### config.mk
export PLATFORM = sky130hd
export DESIGN_NAME = fir_mac_seq
export DESIGN_NICKNAME = d
export VERILOG_FILES = /design/src/rtl/fir_mac_seq.sv
export SDC_FILE = /design/constraint.sdc
export NUM_CORES = 1
export LEC_CHECK = 0
export BUFFER_PORTS_ARGS = -buffer_cell sky130_fd_sc_hd__buf_2
export CORE_UTILIZATION = 35
export DETAILED_ROUTE_END_ITERATION = 8
export PLACE_DENSITY = 0.51
export SYNTH_ARGS = -nofsm -noshare
export SYNTH_HDL_FRONTEND = slang
export SYNTH_SLANG_ARGS = --single-unit
### constraint.sdc
create_clock -name clk -period 7.7 [get_ports clk]
set_input_delay 0.77 -clock clk [delete_from_list [all_inputs] [get_ports clk]]
set_output_delay 0.77 -clock clk [all_outputs]
set_load 0.005 [all_outputs]
### src/rtl/fir_mac_seq.sv
// fir_mac_seq: sequencer for a time-multiplexed FIR. One multiplier and one
// accumulator walk all taps serially, one tap per clock.
//
// Ports:
//   clk, rst_n          clock (rising edge), asynchronous active-low reset
//   in_valid/in_ready   sample handshake; in_ready is high only while idle
//   in_data             signed sample (DW bits)
//   coef_we/addr/data   coefficient write port, ignored while busy
//   out_valid/out_ready result handshake
//   out_data            signed filtered result (DW bits)
//   busy                high while accumulating or finishing a result
//   sat_flag            current result was clamped
//
// Optional feature: define FIR_SAT_EN to clamp the shifted accumulator to the
// DW-bit signed range and report it on sat_flag. Without it the result wraps
// and sat_flag is tied low.
module fir_mac_seq #(
   parameter int unsigned DW    = 8,
   parameter int unsigned CW    = 8,
   parameter int unsigned TAPS  = 8,
   parameter int unsigned SHIFT = 7
) (
   input  logic                    clk,
   input  logic                    rst_n,
   input  logic                    in_valid,
   output logic                    in_ready,
   input  logic [DW-1:0]           in_data,
   input  logic                    coef_we,
   input  logic [$clog2(TAPS)-1:0] coef_addr,
   input  logic [CW-1:0]           coef_data,
   output logic                    out_valid,
   input  logic                    out_ready,
   output logic [DW-1:0]           out_data,
   output logic                    busy,
   output logic                    sat_flag
);

   localparam int unsigned AW  = $clog2(TAPS);
   localparam int unsigned PW  = DW + CW;
   localparam int unsigned ACW = PW + AW;

   typedef enum logic [1:0] {StIdle, StMac, StDone, StOut} state_e;

   state_e                 state_q, state_d;
   logic [AW-1:0]          wr_ptr_q, wr_ptr_d;
   logic [AW-1:0]          k_q, k_d;
   logic signed [ACW-1:0]  acc_q, acc_d;
   logic                   out_valid_q, out_valid_d;
   logic [DW-1:0]          out_data_q, out_data_d;
   logic signed [DW-1:0]   smp_q [TAPS];
   logic signed [CW-1:0]   coef_q [TAPS];

   logic                   accept;
   logic                   coef_take;
   logic [AW-1:0]          rd_idx;
   logic signed [PW-1:0]   prod;
   logic signed [ACW-1:0]  prod_ext;
   logic signed [ACW-1:0]  shifted;
   logic [DW-1:0]          res;
   logic                   res_sat;

   // Newest sample sits at wr_ptr; tap k reads k samples back, wrapping.
   assign rd_idx    = wr_ptr_q - k_q;
   assign prod      = PW'(coef_q[k_q]) * PW'(smp_q[rd_idx]);
   assign prod_ext  = ACW'(prod);
   assign shifted   = acc_q >>> SHIFT;
   assign coef_take = coef_we && !busy;

`ifdef FIR_SAT_EN
   localparam logic signed [ACW-1:0] SatMax = ACW'((2 ** (DW - 1)) - 1);
   localparam logic signed [ACW-1:0] SatMin = ACW'(-(2 ** (DW - 1)));

   always_comb begin
      res     = shifted[DW-1:0];
      res_sat = 1'b0;
      if (shifted > SatMax) begin
         res     = {1'b0, {(DW-1){1'b1}}};
         res_sat = 1'b1;
      end else if (shifted < SatMin) begin
         res     = {1'b1, {(DW-1){1'b0}}};
         res_sat = 1'b1;
      end
   end
`else
   logic unused_shift_msbs;

   assign res               = shifted[DW-1:0];
   assign res_sat           = 1'b0;
   assign unused_shift_msbs = ^shifted[ACW-1:DW];
`endif

   always_comb begin
      state_d     = state_q;
      wr_ptr_d    = wr_ptr_q;
      k_d         = k_q;
      acc_d       = acc_q;
      out_valid_d = out_valid_q;
      out_data_d  = out_data_q;
      accept      = 1'b0;
      unique case (state_q)
         StIdle: begin
            if (in_valid) begin
               accept  = 1'b1;
               acc_d   = '0;
               k_d     = '0;
               state_d = StMac;
            end
         end
         StMac: begin
            acc_d = acc_q + prod_ext;
            k_d   = k_q + AW'(1);
            if (k_q == AW'(TAPS - 1)) begin
               state_d = StDone;
            end
         end
         StDone: begin
            out_data_d  = res;
            wr_ptr_d    = wr_ptr_q + AW'(1);
            out_valid_d = 1'b1;
            state_d     = StOut;
         end
         StOut: begin
            if (out_ready) begin
               out_valid_d = 1'b0;
               state_d     = StIdle;
            end
         end
         default: state_d = StIdle;
      endcase
   end

   always_ff @(posedge clk or negedge rst_n) begin
      if (!rst_n) begin
         state_q     <= StIdle;
         wr_ptr_q    <= '0;
         k_q         <= '0;
         acc_q       <= '0;
         out_valid_q <= 1'b0;
         out_data_q  <= '0;
      end else begin
         state_q     <= state_d;
         wr_ptr_q    <= wr_ptr_d;
         k_q         <= k_d;
         acc_q       <= acc_d;
         out_valid_q <= out_valid_d;
         out_data_q  <= out_data_d;
      end
   end

   always_ff @(posedge clk or negedge rst_n) begin
      if (!rst_n) begin
         for (int i = 0; i < TAPS; i++) begin
            smp_q[i]  <= '0;
            coef_q[i] <= '0;
         end
      end else begin
         if (accept) begin
            smp_q[wr_ptr_q] <= in_data;
         end
         if (coef_take) begin
            coef_q[coef_addr] <= coef_data;
         end
      end
   end

`ifdef FIR_SAT_EN
   logic sat_q;

   // Captured with the result and held until the next result is formed.
   always_ff @(posedge clk or negedge rst_n) begin
      if (!rst_n) begin
         sat_q <= 1'b0;
      end else if (state_q == StDone) begin
         sat_q <= res_sat;
      end
   end

   assign sat_flag = sat_q;
`else
   assign sat_flag = 1'b0;
`endif

   assign in_ready  = (state_q == StIdle);
   assign busy      = (state_q == StMac) || (state_q == StDone);
   assign out_valid = out_valid_q;
   assign out_data  = out_data_q;

endmodule

==> results_dict.tcl, run 1 <==
set metrics [dict create \
    postCtsHoldBufs 0 \
    final_nets 932 \
    grt_pass1_vias 6370 \
    synthTopCellsByArea "dfrtp_1 41%, mux2_2 16%, fa_1 14%, mux4_2 6.9%, ha_1 5.3%" \
    finalInstanceArea_sq_um 11200 \
    cts_root_buf "clkbuf_16" \
    critPathMaxStageDelay_ps 770 \
    wl_per_cell_um 17.6 \
    htree_levels 4 \
    gr-usage-all-layers_pct 16.3 \
    crit_chain "inv_1 > ha_1 > buf_4 > mux4_2 > mux2i_2 > or2_2 > fa_1 > fa_1 > inv_1 > fa_1 > fa_1 > inv_1 > fa_1 > inv_1 > ha_1 > o21ai_0 > a21boi_0 > o21a_1 > o221ai_1 > xnor2_1 > xnor2_1 > o21ai_1" \
    port_buffers 34 \
    cpLargestDelayFamily "adder cells" \
    start_util_pct 35.6 \
    fp.dieH_um 170 \
    clock_sinks 160 \
    tightest_slew_ps 1080 \
    finalSetupViolCount 0 \
    drv_slew 0 \
    cp_data_required_time_ps 7990 \
    die_area_sq_um 28800 \
    synthSimpleGateAreaFrac_pct 5.98 \
    rsz0062_at_grt "no" \
    crit_fanout 11 \
    cap_viol_max_count 0 \
    min_path_type "input port to asynchronous set/reset pin" \
    grt_antenna_before_repair 0 \
    multi_input_area_sq_um 5420 \
    ys.flop_type "dfrtp_1" \
    die_w_um 170 \
    fillers 2662 \
    ys_async_sr_fraction_pct 100 \
    hold_violations 0 \
    synth_most_common_cell "dfrtp_1" \
    ctsResizeCount 0 \
    setup_tns_ps 0 \
    numCtsBuffers 17 \
    crit_arrival_ps 7340 \
    yosysWarnings 0 \
    ios 36 \
    synth_top_family_by_area "multiplexers" \
    ys_types 43 \
    area_delta_synth_final_pct 13.2 \
    dp_hpwl_mm 15.0 \
    grt_max_degree 87 \
    clkLatencyLatePin_ps 430 \
    synth_compound_area_share_pct 2.46 \
    ant_nets 0 \
    cp-end-kind "flop" \
    slew_headroom_pct 27.6 \
    crit_type "flop to flop" \
    synth_nets 880 \
    fin_crit_ps 7050 \
    crit_path_start_kind "flop" \
    place_area_sq_um 10600 \
    regArea_sq_um 4000 \
    status "completed" \
    yosysSeqAreaShare_pct 40.6 \
    diodes 0 \
    synthesis.area_sq_um 9850 \
    ys_seq_elements 160 \
    synth_edf_count 0 \
    synth_top_area_share_pct 40.6 \
    grt_overflow 0 \
    drcViolationCount 0 \
    gp_congestion 0.772 \
    synth_top_area_cell "dfrtp_1" \
    synthCells 747 \
    cts_buffer_depth 2 \
    synthMuxAreaShare_pct 25.3 \
    clkTransAtPathRegs_ps 70 \
    rows 61 \
    crit_slowest_cell "ha_1" \
    post_cts_buffers 0 \
    avgSynthCellArea_sq_um 13.2 \
    fmax_mhz 142 \
    synth-adder-area-share_pct 18.9 \
    cts_tree "done" \
    path_buf_inv 5 \
    drt_pass1_iterations 4 \
    skew_ps 11.9 \
    grt_pass1_wl_mm 35.6 \
    crit_top_cell "fa_1" \
    routed_wl_mm 21.0 \
    min_period_over_period_pct 91.5 \
    dr_total_vias 5706 \
    vias_per_cell 4.79 \
    coreArea_sq_um 27700 \
    post_route_cells_drive_above_1_share_pct 35.3 \
    drtIter0Drc 227 \
    synthTopCellsByCount "160 x dfrtp_1, 138 x mux2_2, 85 x inv_1" \
    synth-xor-area-share_pct 2.27 \
]
[layer usage]
metal	vias up	part of all wire (%)	global-route usage, %
met5	-	0	0
met4	0	1.1	4.35
met3	13	2.5	2.43
met2	54	50	27.1
met1	3010	47	22.1
li1	2629	-	-
[metrics by stage]
step	hold WS, ps	setup WS [ps]	utilization [%]	instances
finish	381	653	40.2	1190
detailed placement	491	670	38.1	1158
global route	471	200	40.2	1190
global placement	467	750	38.1	1158
floorplan	450	1040	-	747
CTS	445	611	40.2	1190
[logic make-up (layout without fill, tap and decap cells)]
group	after synthesis	after routing
other cells	1	1
simple gates	118	118
compound gates	37	37
buf+inv	107	172
mux	191	191
xor+xnor	24	24
fa+ha+maj	109	109
flops	160	160
[sequential cells by signal (all words and copies together) (netlist names)]
signal and flops:
acc_q 15, coef_q 64, k_q 3, out_data 8
out_valid 1, smp_q 64, state_q 2, wr_ptr_q 3
[path summary, 6_finish.rpt]
path / start / end / slack (ps) / cells past startpoint
max in group asynchronous: rst_n / smp_q[23]$_DFFE_PN0P_ / 5780 / 2
hold / removal: rst_n / coef_q[35]$_DFFE_PN0P_ / 380 / 1
setup reg to reg: wr_ptr_q[0]$_DFFE_PN0P_ / acc_q[14]$_DFFE_PN0P_ / 650 / 22
min in group clk: acc_q[6]$_DFFE_PN0P_ / acc_q[6]$_DFFE_PN0P_ / 500 / 2
hold reg to reg: acc_q[6]$_DFFE_PN0P_ / acc_q[6]$_DFFE_PN0P_ / 500 / 2
setup / recovery: wr_ptr_q[0]$_DFFE_PN0P_ / acc_q[14]$_DFFE_PN0P_ / 650 / 22
[cell usage in the layout (no fill, tap or decap), types with 2 or more instances in the layout]
| cell type | Yosys | final |
|---|---|---|
| fa_1 | 67 | 67 |
| inv_1 | 85 | 85 |
| nand2b_1 | 5 | 5 |
| buf_2 | 5 | 33 |
| dfrtp_1 | 160 | 160 |
| nand3b_1 | 4 | 4 |
| nor3_1 | 3 | 3 |
| o21a_1 | 2 | 2 |
| buf_4 | 2 | 21 |
| nand2_1 | 20 | 20 |
| mux2i_1 | 19 | 18 |
| nor2b_1 | 7 | 7 |
| ha_1 | 42 | 42 |
| or3_1 | 3 | 3 |
| nor2_1 | 45 | 45 |
| mux2_2 | 138 | 138 |
| nor3b_2 | 2 | 2 |
| clkbuf_16 | 0 | 17 |
| a22o_1 | 7 | 7 |
| inv_8 | 0 | 3 |
| a21oi_1 | 6 | 6 |
| xor2_1 | 7 | 7 |
| bufinv_16 | 0 | 2 |
| or2_2 | 25 | 25 |
| clkinvlp_4 | 0 | 3 |
| xnor2_1 | 16 | 16 |
| inv_6 | 0 | 5 |
| mux2i_2 | 2 | 3 |
| o221ai_1 | 2 | 2 |
| mux2i_4 | 2 | 2 |
| o21ai_0 | 13 | 13 |
| mux4_2 | 30 | 30 |
[layout make-up]
type / count / area share, %
Clock buffer: 18 / 3.85
Clock inverter: 14 / 1.51
Inverter: 85 / 2.86
Multi-Input combinational cell: 480 / 48.6
Sequential cell: 160 / 35.9
Tap cell: 378 / 4.24
Timing Repair Buffer: 55 / 3.00
Power of run 1 is not shown: default switching activity piles up to over one toggle a cycle in this logic, so the estimate is an artifact.
==> run 2: changes to the inputs <==
--- a/config.mk
+++ b/config.mk
@@ -5,7 +5,7 @@
 export SDC_FILE = /design/constraint.sdc
 export NUM_CORES = 1
 export LEC_CHECK = 0
-export BUFFER_PORTS_ARGS = -buffer_cell sky130_fd_sc_hd__buf_2
+export BUFFER_PORTS_ARGS = -buffer_cell sky130_fd_sc_hd__clkbuf_2
 export CORE_UTILIZATION = 35
 export DETAILED_ROUTE_END_ITERATION = 8
 export PLACE_DENSITY = 0.51
==> results_dict.tcl, run 2 (same netlist as run 1, synthesis figures left out) <==
set metrics [dict create \
    ios 36 \
    crit_start "wr_ptr_q[0]$_DFFE_PN0P_" \
    area_delta_synth_final_pct 12.8 \
    die_area_sq_um 28800 \
    post_cts_buffers 0 \
    cap_viol_max_count 0 \
    setup_tns_ps 0 \
    layout_common_cells "160 x dfrtp_1, 138 x mux2_2, 85 x inv_1" \
    crit_end "acc_q[14]$_DFFE_PN0P_" \
    drt_pass1_iterations 4 \
    dpl.cell_count 1158 \
    reg2reg_to "acc_q[14]$_DFFE_PN0P_" \
    r2r_start "wr_ptr_q[0]$_DFFE_PN0P_" \
    crit_fanout 11 \
    drv_slew 0 \
    hold_violations 0 \
    regArea_sq_um 4000 \
    crit_top_cell "fa_1" \
    cp_data_required_time_ps 8000 \
    fin_crit_ps 6990 \
    gp_congestion 0.791 \
    crit_chain "inv_1 > ha_1 > buf_4 > mux4_2 > mux2i_2 > or2_2 > fa_1 > fa_1 > inv_1 > fa_1 > fa_1 > inv_1 > fa_1 > inv_1 > ha_1 > o21ai_0 > a21boi_0 > o21a_1 > o221ai_1 > xnor2_1 > xnor2_1 > o21ai_1" \
    grt_pass1_wl_mm 35.3 \
    grt_pass1_vias 6369 \
    layout_commonest_cell "dfrtp_1" \
    dr_total_vias 5714 \
    rrSetupSlack_ps 710 \
    cp-end-kind "flop" \
    start_util_pct 35.6 \
    grt.busiest_layer "met2" \
    rsz0062_at_grt "no" \
    drtIter0Drc 177 \
    status "completed" \
    critPathMaxStageDelay_ps 750 \
    stdcell_count 1190 \
    diodes 0 \
    post_route_cells_drive_above_1_share_pct 35.3 \
    globalRouteMet3Util_pct 2.64 \
    crit_type "flop to flop" \
    clkTransAtPathRegs_ps 70 \
    drcViolationCount 0 \
    grt_use_met1_pct 21.7 \
    fmax_mhz 143 \
    ant_nets 0 \
    numCtsBuffers 17 \
    postCtsHoldBufs 0 \
    skew_ps 14.2 \
    slew_headroom_pct 28.6 \
    vias_per_cell 4.80 \
    dp_hpwl_mm 15.0 \
    routed_wl_mm 21.0 \
    whs_ps 390 \
    min_path_type "input port to asynchronous set/reset pin" \
    grt_antenna_before_repair 0 \
    place_area_sq_um 10600 \
    clock_sinks 160 \
    multi_input_area_sq_um 5420 \
    ctsResizeCount 0 \
    grt_max_degree 88 \
    coreArea_sq_um 27700 \
    wl_per_cell_um 17.7 \
    fillers 2619 \
    cts_buffer_depth 2 \
    final_nets 932 \
    htree_levels 4 \
    port_buffers 34 \
    clkLatencyLatePin_ps 440 \
    grt_overflow 0 \
    crit_slowest_cell "ha_1" \
    gr-usage-all-layers_pct 16.3 \
    die_w_um 170 \
    finalInstanceArea_sq_um 11100 \
    reg2reg_depth 22 \
    tightest_slew_ps 1070 \
    crit_path_start_kind "flop" \
    cts_tree "done" \
    finalSetupViolCount 0 \
    grt_use_met2_pct 26.9 \
    reg_top3 "coef_q: 64 flops, smp_q: 64 flops, acc_q: 15 flops" \
    cts_root_buf "clkbuf_16" \
    min_period_over_period_pct 90.7 \
    fp.dieH_um 170 \
    crit_arrival_ps 7290 \
    rows 61 \
]
run 2: worst max-delay path, delay by kind of cell, from the launching register on:
| kind | cells | cell delay (ps) |
|---|---|---|
| xor gates and xnor gates | 2 | 340 |
| adders and majority gates | 7 | 3530 |
| DFF | 1 | 460 |
| muxes | 2 | 960 |
| AOI/OAI and AO/OA | 5 | 810 |
| and+or+nand+nor | 1 | 220 |
| buffers and inverters | 5 | 530 |
run 2: final cells by class:
| cell class | instances | area share, % |
|---|---|---|
| Tap cell | 378 | 4.25 |
| Clock buffer | 19 | 3.98 |
| Clock inverter | 13 | 1.08 |
| Timing Repair Buffer | 55 | 3.01 |
| Inverter | 85 | 2.87 |
| Multi-Input combinational cell | 480 | 48.8 |
| Sequential cell | 160 | 36.0 |
run 2: routing by layer:
layer,vias up,wire [um]
met5,-,0
met4,0,424
met3,23,493
met2,62,10200
met1,2993,9900
li1,2636,-
run 2: how the worst min path moves through the flow:
stage | from | cells past startpoint | endpoint | slack (ps)
5_1_grt | rst_n | 1 | coef_q[59]$_DFFE_PN0P_ | 480
6_report | rst_n | 1 | coef_q[59]$_DFFE_PN0P_ | 390
3_5_place_dp | smp_q[31]$_DFFE_PN0P_ | 1 | smp_q[31]$_DFFE_PN0P_ | 490
4_1_cts | rst_n | 1 | coef_q[35]$_DFFE_PN0P_ | 440
3_3_place_gp | acc_q[5]$_DFFE_PN0P_ | 2 | acc_q[5]$_DFFE_PN0P_ | 470
2_1_floorplan | acc_q[5]$_DFFE_PN0P_ | 2 | acc_q[5]$_DFFE_PN0P_ | 450
run 2: through the flow:
stage               worst slack (ps)  utilization [%]
finish                           713             40.1
global placement                 765             38.1
detailed placement               668             38.1
floorplan                       1040                -
CTS                              628             40.1
global route                     240             40.1
Power of run 2 is left out for the same reason.
==> run 3: changes to the inputs <==
--- a/config.mk
+++ b/config.mk
@@ -7,6 +7,7 @@
 export LEC_CHECK = 0
 export BUFFER_PORTS_ARGS = -buffer_cell sky130_fd_sc_hd__clkbuf_2
 export CORE_UTILIZATION = 35
+export CTS_BUF_LIST = sky130_fd_sc_hd__clkbuf_8
 export DETAILED_ROUTE_END_ITERATION = 8
 export PLACE_DENSITY = 0.51
 export SYNTH_ARGS = -nofsm -noshare
==> results_dict.tcl, run 3 (same netlist as run 1, synthesis figures left out) <==
set metrics [dict create \
    fin_util_pct 39.4 \
    crit_path_start_kind "flop" \
    hold_violations 0 \
    whs_ps 361 \
    ios 36 \
    gr-usage-all-layers_pct 16.2 \
    reg2reg_to "acc_q[14]$_DFFE_PN0P_" \
    start_util_pct 35.6 \
    cts_root_buf "clkbuf_8" \
    rows 61 \
    min_period_over_period_pct 90.8 \
    rsz0062_at_grt "no" \
    fp.dieH_um 170 \
    clkTransAtPathRegs_ps 100 \
    drcViolationCount 0 \
    grt_overflow 0 \
    fillers 2639 \
    finalSetupViolCount 0 \
    skew_ps 20.8 \
    status "completed" \
    rrSetupSlack_ps 710 \
    gp_congestion 0.791 \
    clock_sinks 160 \
    fmax_mhz 143 \
    fin_crit_ps 6990 \
    diodes 0 \
    drt_pass1_iterations 4 \
    post_cts_buffers 0 \
    dp_hpwl_mm 15.0 \
    crit_type "flop to flop" \
    crit_start "wr_ptr_q[0]$_DFFE_PN0P_" \
    cap_viol_max_count 0 \
    cts_buffer_depth 2 \
    wl_per_cell_um 17.6 \
    slew_headroom_pct 28.3 \
    vias_per_cell 4.80 \
    wl_met1_mm 9.85 \
    crit_end "acc_q[14]$_DFFE_PN0P_" \
    die_w_um 170 \
    clkLatencyLatePin_ps 460 \
    layout_common_cells "160 x dfrtp_1, 138 x mux2_2, 86 x inv_1" \
    post_route_cells_drive_above_1_share_pct 35.3 \
    dr_wl_met2_mm 10.2 \
    tightest_slew_ps 1070 \
    die_area_sq_um 28800 \
    drv_slew 0 \
    grt_antenna_before_repair 0 \
    coreArea_sq_um 27700 \
    postCtsHoldBufs 0 \
    grt_pass1_vias 6349 \
    cp-end-kind "flop" \
    reg2reg_depth 22 \
    dr_total_vias 5711 \
    ctsResizeCount 0 \
    r2r_start "wr_ptr_q[0]$_DFFE_PN0P_" \
    drtIter0Drc 195 \
    routed_wl_mm 20.9 \
    ant_nets 0 \
    area_delta_synth_final_pct 10.9 \
    cp_data_required_time_ps 8030 \
    route.met3.wl_um 470 \
    grt_max_degree 88 \
    final_nets 932 \
    numCtsBuffers 17 \
    htree_levels 4 \
    layout_commonest_cell "dfrtp_1" \
    crit_arrival_ps 7320 \
    min_path_type "input port to asynchronous set/reset pin" \
    grt_pass1_wl_mm 35.1 \
    cts_tree "done" \
    reg_top3 "coef_q: 64 flops, smp_q: 64 flops, acc_q: 15 flops" \
    setup_tns_ps 0 \
    top_layer "met4" \
    port_buffers 34 \
    crit_fanout 11 \
]
-- run 3: through the flow --
stage	instances	setup WS, ps	cell area [sq um]
after floorplan	747	1040	9850
after global placement	1158	765	10600
after detailed placement	1158	668	10600
after CTS	1190	620	10900
after global routing	1190	235	10900
final	1190	706	10900
-- run 3: critical path, stage by stage (launching register included) --
cell and delay [ps]:
dfrtp_1 470, inv_1 90, ha_1 760, buf_4 280, mux4_2 520, mux2i_2 440
or2_2 220, fa_1 430, fa_1 490, inv_1 50, fa_1 500, fa_1 540
inv_1 50, fa_1 540, inv_1 40, ha_1 280, o21ai_0 100, a21boi_0 320
o21a_1 170, o221ai_1 140, xnor2_1 200, xnor2_1 140, o21ai_1 70
-- run 3: worst min-delay path by stage --
stage                                      from                     end  slack (ps)  depth (start not counted)
final                                     rst_n  coef_q[59]$_DFFE_PN0P_         360                          1
after global routing                      rst_n  coef_q[59]$_DFFE_PN0P_         430                          1
after CTS                                 rst_n  coef_q[35]$_DFFE_PN0P_         390                          1
after detailed placement  smp_q[31]$_DFFE_PN0P_   smp_q[31]$_DFFE_PN0P_         490                          1
after global placement     acc_q[5]$_DFFE_PN0P_    acc_q[5]$_DFFE_PN0P_         470                          2
after floorplan            acc_q[5]$_DFFE_PN0P_    acc_q[5]$_DFFE_PN0P_         450                          2
-- run 3: area by class of cell --
type / count / area, sq um / share of cell area [%]
Multi-Input combinational cell: 480 / 5420 / 49.6
Sequential cell: 160 / 4000 / 36.7
Tap cell: 378 / 473 / 4.33
Timing Repair Buffer: 55 / 334 / 3.06
Clock inverter: 14 / 124 / 1.13
Clock buffer: 18 / 248 / 2.27
Inverter: 85 / 319 / 2.92
-- run 3: layer usage --
layer | up-vias | GRT usage (%)
li1 | 2631 | -
met1 | 2989 | 21.6
met2 | 71 | 26.8
met3 | 20 | 2.43
met4 | 0 | 5.29
met5 | - | 0
Power of run 3 is left out for the same reason.
